### src/rtl/tanh_pwl_pipe.sv
// Three-stage, multi-lane fixed-point tanh unit with valid/ready flow control.
// Uses an 8-segment piecewise-linear fit over |x| < 4, saturates beyond that, and has a per-beat bypass.
module tanh_pwl_pipe #(
    parameter int DATA_W = 16,
    parameter int LANES  = 4
) (
    input  logic                    i_clk,
    input  logic                    i_rst,
    input  logic                    i_in_valid,
    output logic                    o_in_ready,
    input  logic                    i_in_mode,
    input  logic [LANES*DATA_W-1:0] i_in_data,
    output logic                    o_out_valid,
    input  logic                    i_out_ready,
    output logic [LANES*DATA_W-1:0] o_out_data,
    output logic [LANES-1:0]        o_out_sat
);

    localparam int FRAC_W = DATA_W - 4;
    localparam int TW     = FRAC_W - 1;
    localparam int RSH    = 16 - FRAC_W;

    localparam logic [DATA_W:0]   ONE_A   = (DATA_W+1)'(1);
    localparam logic [DATA_W-1:0] ONE_D   = DATA_W'(1);
    localparam logic [DATA_W-1:0] UNITY_Q = DATA_W'(1) << FRAC_W;

    // Knots are tanh(k/2) in unsigned Q0.16; index 8 closes the last segment.
    function automatic logic [15:0] knot(input logic [3:0] idx);
        case (idx)
            4'd0:    knot = 16'd0;
            4'd1:    knot = 16'd30285;
            4'd2:    knot = 16'd49912;
            4'd3:    knot = 16'd59320;
            4'd4:    knot = 16'd63179;
            4'd5:    knot = 16'd64659;
            4'd6:    knot = 16'd65212;
            4'd7:    knot = 16'd65417;
            default: knot = 16'd65492;
        endcase
    endfunction

    logic w_adv;
    logic r_s1_valid, r_s2_valid, r_out_valid;
    logic r_s1_mode, r_s2_mode;

    assign w_adv       = !r_out_valid || i_out_ready;
    assign o_in_ready  = w_adv;
    assign o_out_valid = r_out_valid;

    // NOTE: <= in every clocked block so all stages sample the pre-edge values of the stage before.
    always_ff @(posedge i_clk) begin
        if (i_rst) begin
            r_s1_valid  <= 1'b0;
            r_s2_valid  <= 1'b0;
            r_out_valid <= 1'b0;
        end else if (w_adv) begin
            r_s1_valid  <= i_in_valid;
            r_s2_valid  <= r_s1_valid;
            r_out_valid <= r_s2_valid;
        end
    end

    // NOTE: payload registers carry no reset; the reset-controlled valid bits decide what is presented.
    always_ff @(posedge i_clk) begin
        if (w_adv) begin
            r_s1_mode <= i_in_mode;
            r_s2_mode <= r_s1_mode;
        end
    end

    for (genvar g = 0; g < LANES; g++) begin : g_lane
        logic [DATA_W-1:0] w_x;
        logic [DATA_W:0]   w_ext, w_abs;

        // One extra bit so the most negative input still has a representable magnitude.
        assign w_x   = i_in_data[g*DATA_W +: DATA_W];
        assign w_ext = {w_x[DATA_W-1], w_x};
        assign w_abs = w_x[DATA_W-1] ? (~w_ext + ONE_A) : w_ext;

        logic [DATA_W-1:0] r_s1_x;
        logic              r_s1_sat;
        logic [2:0]        r_s1_k;
        logic [TW-1:0]     r_s1_t;

        always_ff @(posedge i_clk) begin
            if (w_adv) begin
                r_s1_x   <= w_x;
                r_s1_sat <= |w_abs[DATA_W:FRAC_W+2];
                r_s1_k   <= w_abs[FRAC_W+1:FRAC_W-1];
                r_s1_t   <= w_abs[FRAC_W-2:0];
            end
        end

        logic [15:0]    w_base, w_next, w_diff, w_p;
        logic [15+TW:0] w_prod;

        assign w_base = knot({1'b0, r_s1_k});
        assign w_next = knot({1'b0, r_s1_k} + 4'd1);
        assign w_diff = w_next - w_base;
        assign w_prod = (16+TW)'(w_diff) * (16+TW)'(r_s1_t);
        assign w_p    = 16'(w_prod >> TW);

        logic [DATA_W-1:0] r_s2_x;
        logic              r_s2_sat;
        logic [15:0]       r_s2_base, r_s2_p;

        always_ff @(posedge i_clk) begin
            if (w_adv) begin
                r_s2_x    <= r_s1_x;
                r_s2_sat  <= r_s1_sat;
                r_s2_base <= w_base;
                r_s2_p    <= w_p;
            end
        end

        logic [16:0]       w_y;
        logic [FRAC_W:0]   w_m;
        logic [DATA_W-1:0] w_mag, w_res;

        assign w_y = {1'b0, r_s2_base} + {1'b0, r_s2_p};

        if (RSH > 0) begin : g_round
            logic [16:0] w_rnd;
            assign w_rnd = w_y + (17'(1) << (RSH - 1));
            assign w_m   = (FRAC_W+1)'(w_rnd >> RSH);
        end else begin : g_exact
            assign w_m = (FRAC_W+1)'(w_y);
        end

        assign w_mag = r_s2_sat ? UNITY_Q : DATA_W'(w_m);
        assign w_res = r_s2_x[DATA_W-1] ? (~w_mag + ONE_D) : w_mag;

        logic [DATA_W-1:0] r_y;
        logic              r_sat;

        always_ff @(posedge i_clk) begin
            if (i_rst) begin
                r_y   <= '0;
                r_sat <= 1'b0;
            end else if (w_adv) begin
                r_y   <= r_s2_mode ? r_s2_x : w_res;
                r_sat <= !r_s2_mode && r_s2_sat;
            end
        end

        assign o_out_data[g*DATA_W +: DATA_W] = r_y;
        assign o_out_sat[g]                   = r_sat;
    end

endmodule

### config.mk
export PLATFORM = sky130hd
export DESIGN_NAME = tanh_pwl_pipe
export DESIGN_NICKNAME = d
export VERILOG_FILES = /design/src/rtl/tanh_pwl_pipe.sv
export SDC_FILE = /design/constraint.sdc
export NUM_CORES = 2
export LEC_CHECK = 0
export BUFFER_PORTS_ARGS = -buffer_cell sky130_fd_sc_hd__clkbuf_2
export CAP_MARGIN = 40
export CORE_UTILIZATION = 35
export DETAILED_ROUTE_END_ITERATION = 10
export GPL_TIMING_DRIVEN = 0
export PLACE_DENSITY = 0.48
export SLEW_MARGIN = 5
export SYNTH_ARGS = -nofsm -noshare
export SYNTH_HDL_FRONTEND = slang
export SYNTH_SLANG_ARGS = --single-unit
### constraint.sdc
create_clock -name i_clk -period 14.3 [get_ports i_clk]
set_input_delay 0.715 -clock i_clk [delete_from_list [all_inputs] [get_ports i_clk]]
set_output_delay 0.715 -clock i_clk [all_outputs]
set_load 0.03 [all_outputs]
==> results by group <==
Drt
  • Vias/cell: 4.886
  • Detailed-route DRC error count: 0
  • DRT Pass-1 Iters: 7
  • 1st-iter DRT viols: 1,798
  • Via count: 31,570
  • Post-route ant nets: 0
  • Routed wire length: 125,700 µm
  • Wire per inst: 19.45 µm

Clock network
  • Hold_buf cts: 0
  • Worst-case clock buffer depth: 3
  • CTS tree: done
  • H-tree depth: 2
  • Post-CTS Setup Inserts: 0
  • TritonCTS Sinks: 429
  • Worst skew pair latency: 0.67 ns
  • Clock buffer count from CTS: 53
  • Clock slew at reported path FFs: 0.07 ns
  • Resize count post-CTS: 0
  • Clock root cell: clkbuf_16

Timing
  • RSZ-0062 raised after global routing: false
  • Max-slew violation count: 0
  • # setup viols final: 0
  • Worst Tran Pin Value: 0.8098 ns
  • Fin crit period: 9.730 ns
  • Hold Vio Cnt, Final: 0
  • Worst-case clock skew: 0.03913 ns
  • Tcrit/Tclk final: 0.6804
  • Rel. slew slack: 0.4601
  • Max Clock Freq: 0.1028 GHz

Synth
  • Seq/Total Area, Yosys: 0.2618
  • Leading area contributor after synthesis: fa_1
  • Synth cell types: 90
  • Most common cell in the synthesized netlist: inv_1
  • YS warnings: 0
  • Syn Inst Count: 4,557
  • Ys flop type: edfxtp_1
  • Synth top area share: 0.2249
  • Yosys reg bits: 429
  • Syn_area_per_cell: 9.766 µm²
  • Synthesized cell area: 0.04450 mm²
  • Syn nets: 5,602
  • EDFF count, synth: 306
  • Top cells by area, synth: fa_1, edfxtp_1, ha_1
  • Top cells by count, synth: inv_1, fa_1, nand2_1
  • Ys async rst share: 0

Floorplanning
  • Core area: 0.1259 mm²
  • Ports: 139
  • Die ar.: 0.1286 mm²
  • Initial Util: 0.3535
  • Die X: 358.6 µm
  • Die height: 358.6 µm
  • Std cell rows: 130

GRT
  • GRT met2 Usage: 0.3066
  • Global-route wire length before repair: 195,600 µm
  • Vias in the first global route: 32,620
  • Met1 GRT Util: 0.2921
  • Top Usage Layer GRT: met2
  • Gr ovfl total: 0
  • Largest net degree at the start of global routing: 56
  • Initial antenna violation count: 16
  • Grt met3 use: 0.04294
  • Overall Global Routing Usage: 0.2003

Finish
  • Share of layout cells above drive strength 1: 0.06256
  • Cell area after layout: 0.04934 mm²
  • Nets: 5,812
  • Area Overhead vs Synth: 10.87%

Placement
  • Gpl congestion: 0.8282
  • Placed inst area: 0.04753 mm²
  • HPWL Detailed: 103,400 µm
  • Number of port buffers: 138

Min path
  • Worst hold path type: in -> reg
  • Min-Delay Startpoint: i_in_mode
  • Hold Path Depth: 1

Run status
  • Status: finished, final reports clean

Critical path
  • CP Launch Type: register
  • Slowest CP cell: fa_1
  • Crit-path max FO: 10
  • CP Capture Type: register
  • R2R depth: 36
  • Crit path from: g_lane[3].r_s1_k[0]$_DFFE_PN_
  • R2r setup slk: 4.57 ns
  • Crit-path most repeated cell: fa_1
  • Crit-path max cell delay: 0.54 ns
  • Crit path kind: reg -> reg
  • R2r startpoint: g_lane[3].r_s1_k[0]$_DFFE_PN_
  • Req. time, crit path: 14.68 ns
  • Crit Reg-Reg Endpoint: g_lane[3].r_s2_p[15]$_DFFE_PN_
  • Critical Path End: g_lane[3].r_s2_p[15]$_DFFE_PN_
  • CP arrival: 10.11 ns

Flow run
  • Max-Cap Viols: 0
## through the flow
step | util | setup TNS (ns) | setup slack, ns | instances | hold WS (ns)
2_1_floorplan | - | 0 | 2.900 | 4557 | 0.4003
3_3_place_gp | 0.3754 | -695.85 | -4.323 | 6345 | 0.4009
3_5_place_dp | 0.3775 | 0 | 4.536 | 6360 | 0.4045
4_1_cts | 0.3917 | 0 | 4.525 | 6459 | 0.1696
5_1_grt | 0.3919 | 0 | 3.863 | 6461 | 0.1946
6_report | 0.3919 | 0 | 4.570 | 6462 | 0.2170
## cells in the final DEF (no fill, tap or decap), types with 15 or more instances in the layout
cell type / count
inv_1: 653
fa_1: 500
nand2_1: 493
ha_1: 476
and2_1: 396
edfxtp_1: 306
clkbuf_1: 174
xnor2_1: 166
nor2_1: 158
a21oi_1: 146
clkbuf_2: 139
dfxtp_1: 123
o21ai_0: 119
nand3_1: 79
nor3_1: 70
xor2_1: 67
nor2b_1: 64
nand2b_1: 62
clkbuf_16: 54
o211ai_1: 50
a21o_1: 44
or3_1: 38
o21a_1: 25
o31ai_1: 23
a211oi_1: 21
a31oi_1: 21
and3_1: 19
or2_2: 15
a21boi_0: 15
mux2i_1: 15
## how the worst min path moves through the flow
stage | endpoint | slack, ns
detailed placement | g_lane[0].r_s2_x[12]$_DFFE_PN_ | 0.40
floorplan | g_lane[0].r_s2_sat$_DFFE_PN_ | 0.40
global placement | g_lane[1].r_s2_sat$_DFFE_PN_ | 0.40
finish | r_s1_mode$_DFFE_PN_ | 0.22
CTS | r_s1_mode$_DFFE_PN_ | 0.17
global route | r_s1_mode$_DFFE_PN_ | 0.19
## registers in the layout (all words and copies together) (netlist names), 4 cells and up
name,cells
g_lane.w_base,52
g_lane.r_s1_t,40
g_lane.r_s1_sat,4
g_lane.r_s1_k,12
g_lane.r_s2_base,52
g_lane.r_s2_p,64
g_lane.r_s2_x,64
g_lane.r_sat,4
g_lane.r_y,64
g_lane.r_s1_x,64
g_lane.r_s2_sat,4
## worst max-delay path: cells and delay by family, from the launching register on
| family | cells | cell delay [ns] |
|---|---|---|
| fa+ha+maj | 10 | 3.94 |
| compound gates | 13 | 3.22 |
| buf+inv | 7 | 1.09 |
| flops | 1 | 0.51 |
| simple gates | 4 | 0.44 |
| xor+xnor | 2 | 0.26 |
## layout make-up
type | instances | area [µm²]
Clock inverter | 34 | 345.3
Multi-Input combinational cell | 3294 | 29690
Antenna cell | 1 | 2.502
Inverter | 653 | 2451
Timing Repair Buffer | 155 | 977.2
Sequential cell | 429 | 11650
Tap cell | 1650 | 2064
Buffer | 181 | 718.2
Fill cell | 12740 | 76560
Clock buffer | 65 | 1443
## cell families after synthesis
family | Yosys count | synth area share
compound gates | 589 | 0.08820
buf+inv | 834 | 0.07113
fa+ha+maj | 976 | 0.3587
xor+xnor | 233 | 0.04585
mux | 21 | 0.005145
simple gates | 1475 | 0.1691
flops | 429 | 0.2618
## metal layers
metal	vias to the layer above	part of all wire
li1	15390	-
met1	15500	0.49
met2	565	0.43
met3	111	0.064
met4	14	0.015
met5	-	0.00073
Power is left out: the tool's default activity adds up to more than one toggle a clock period on the data nets, which glitch-free logic cannot reach.
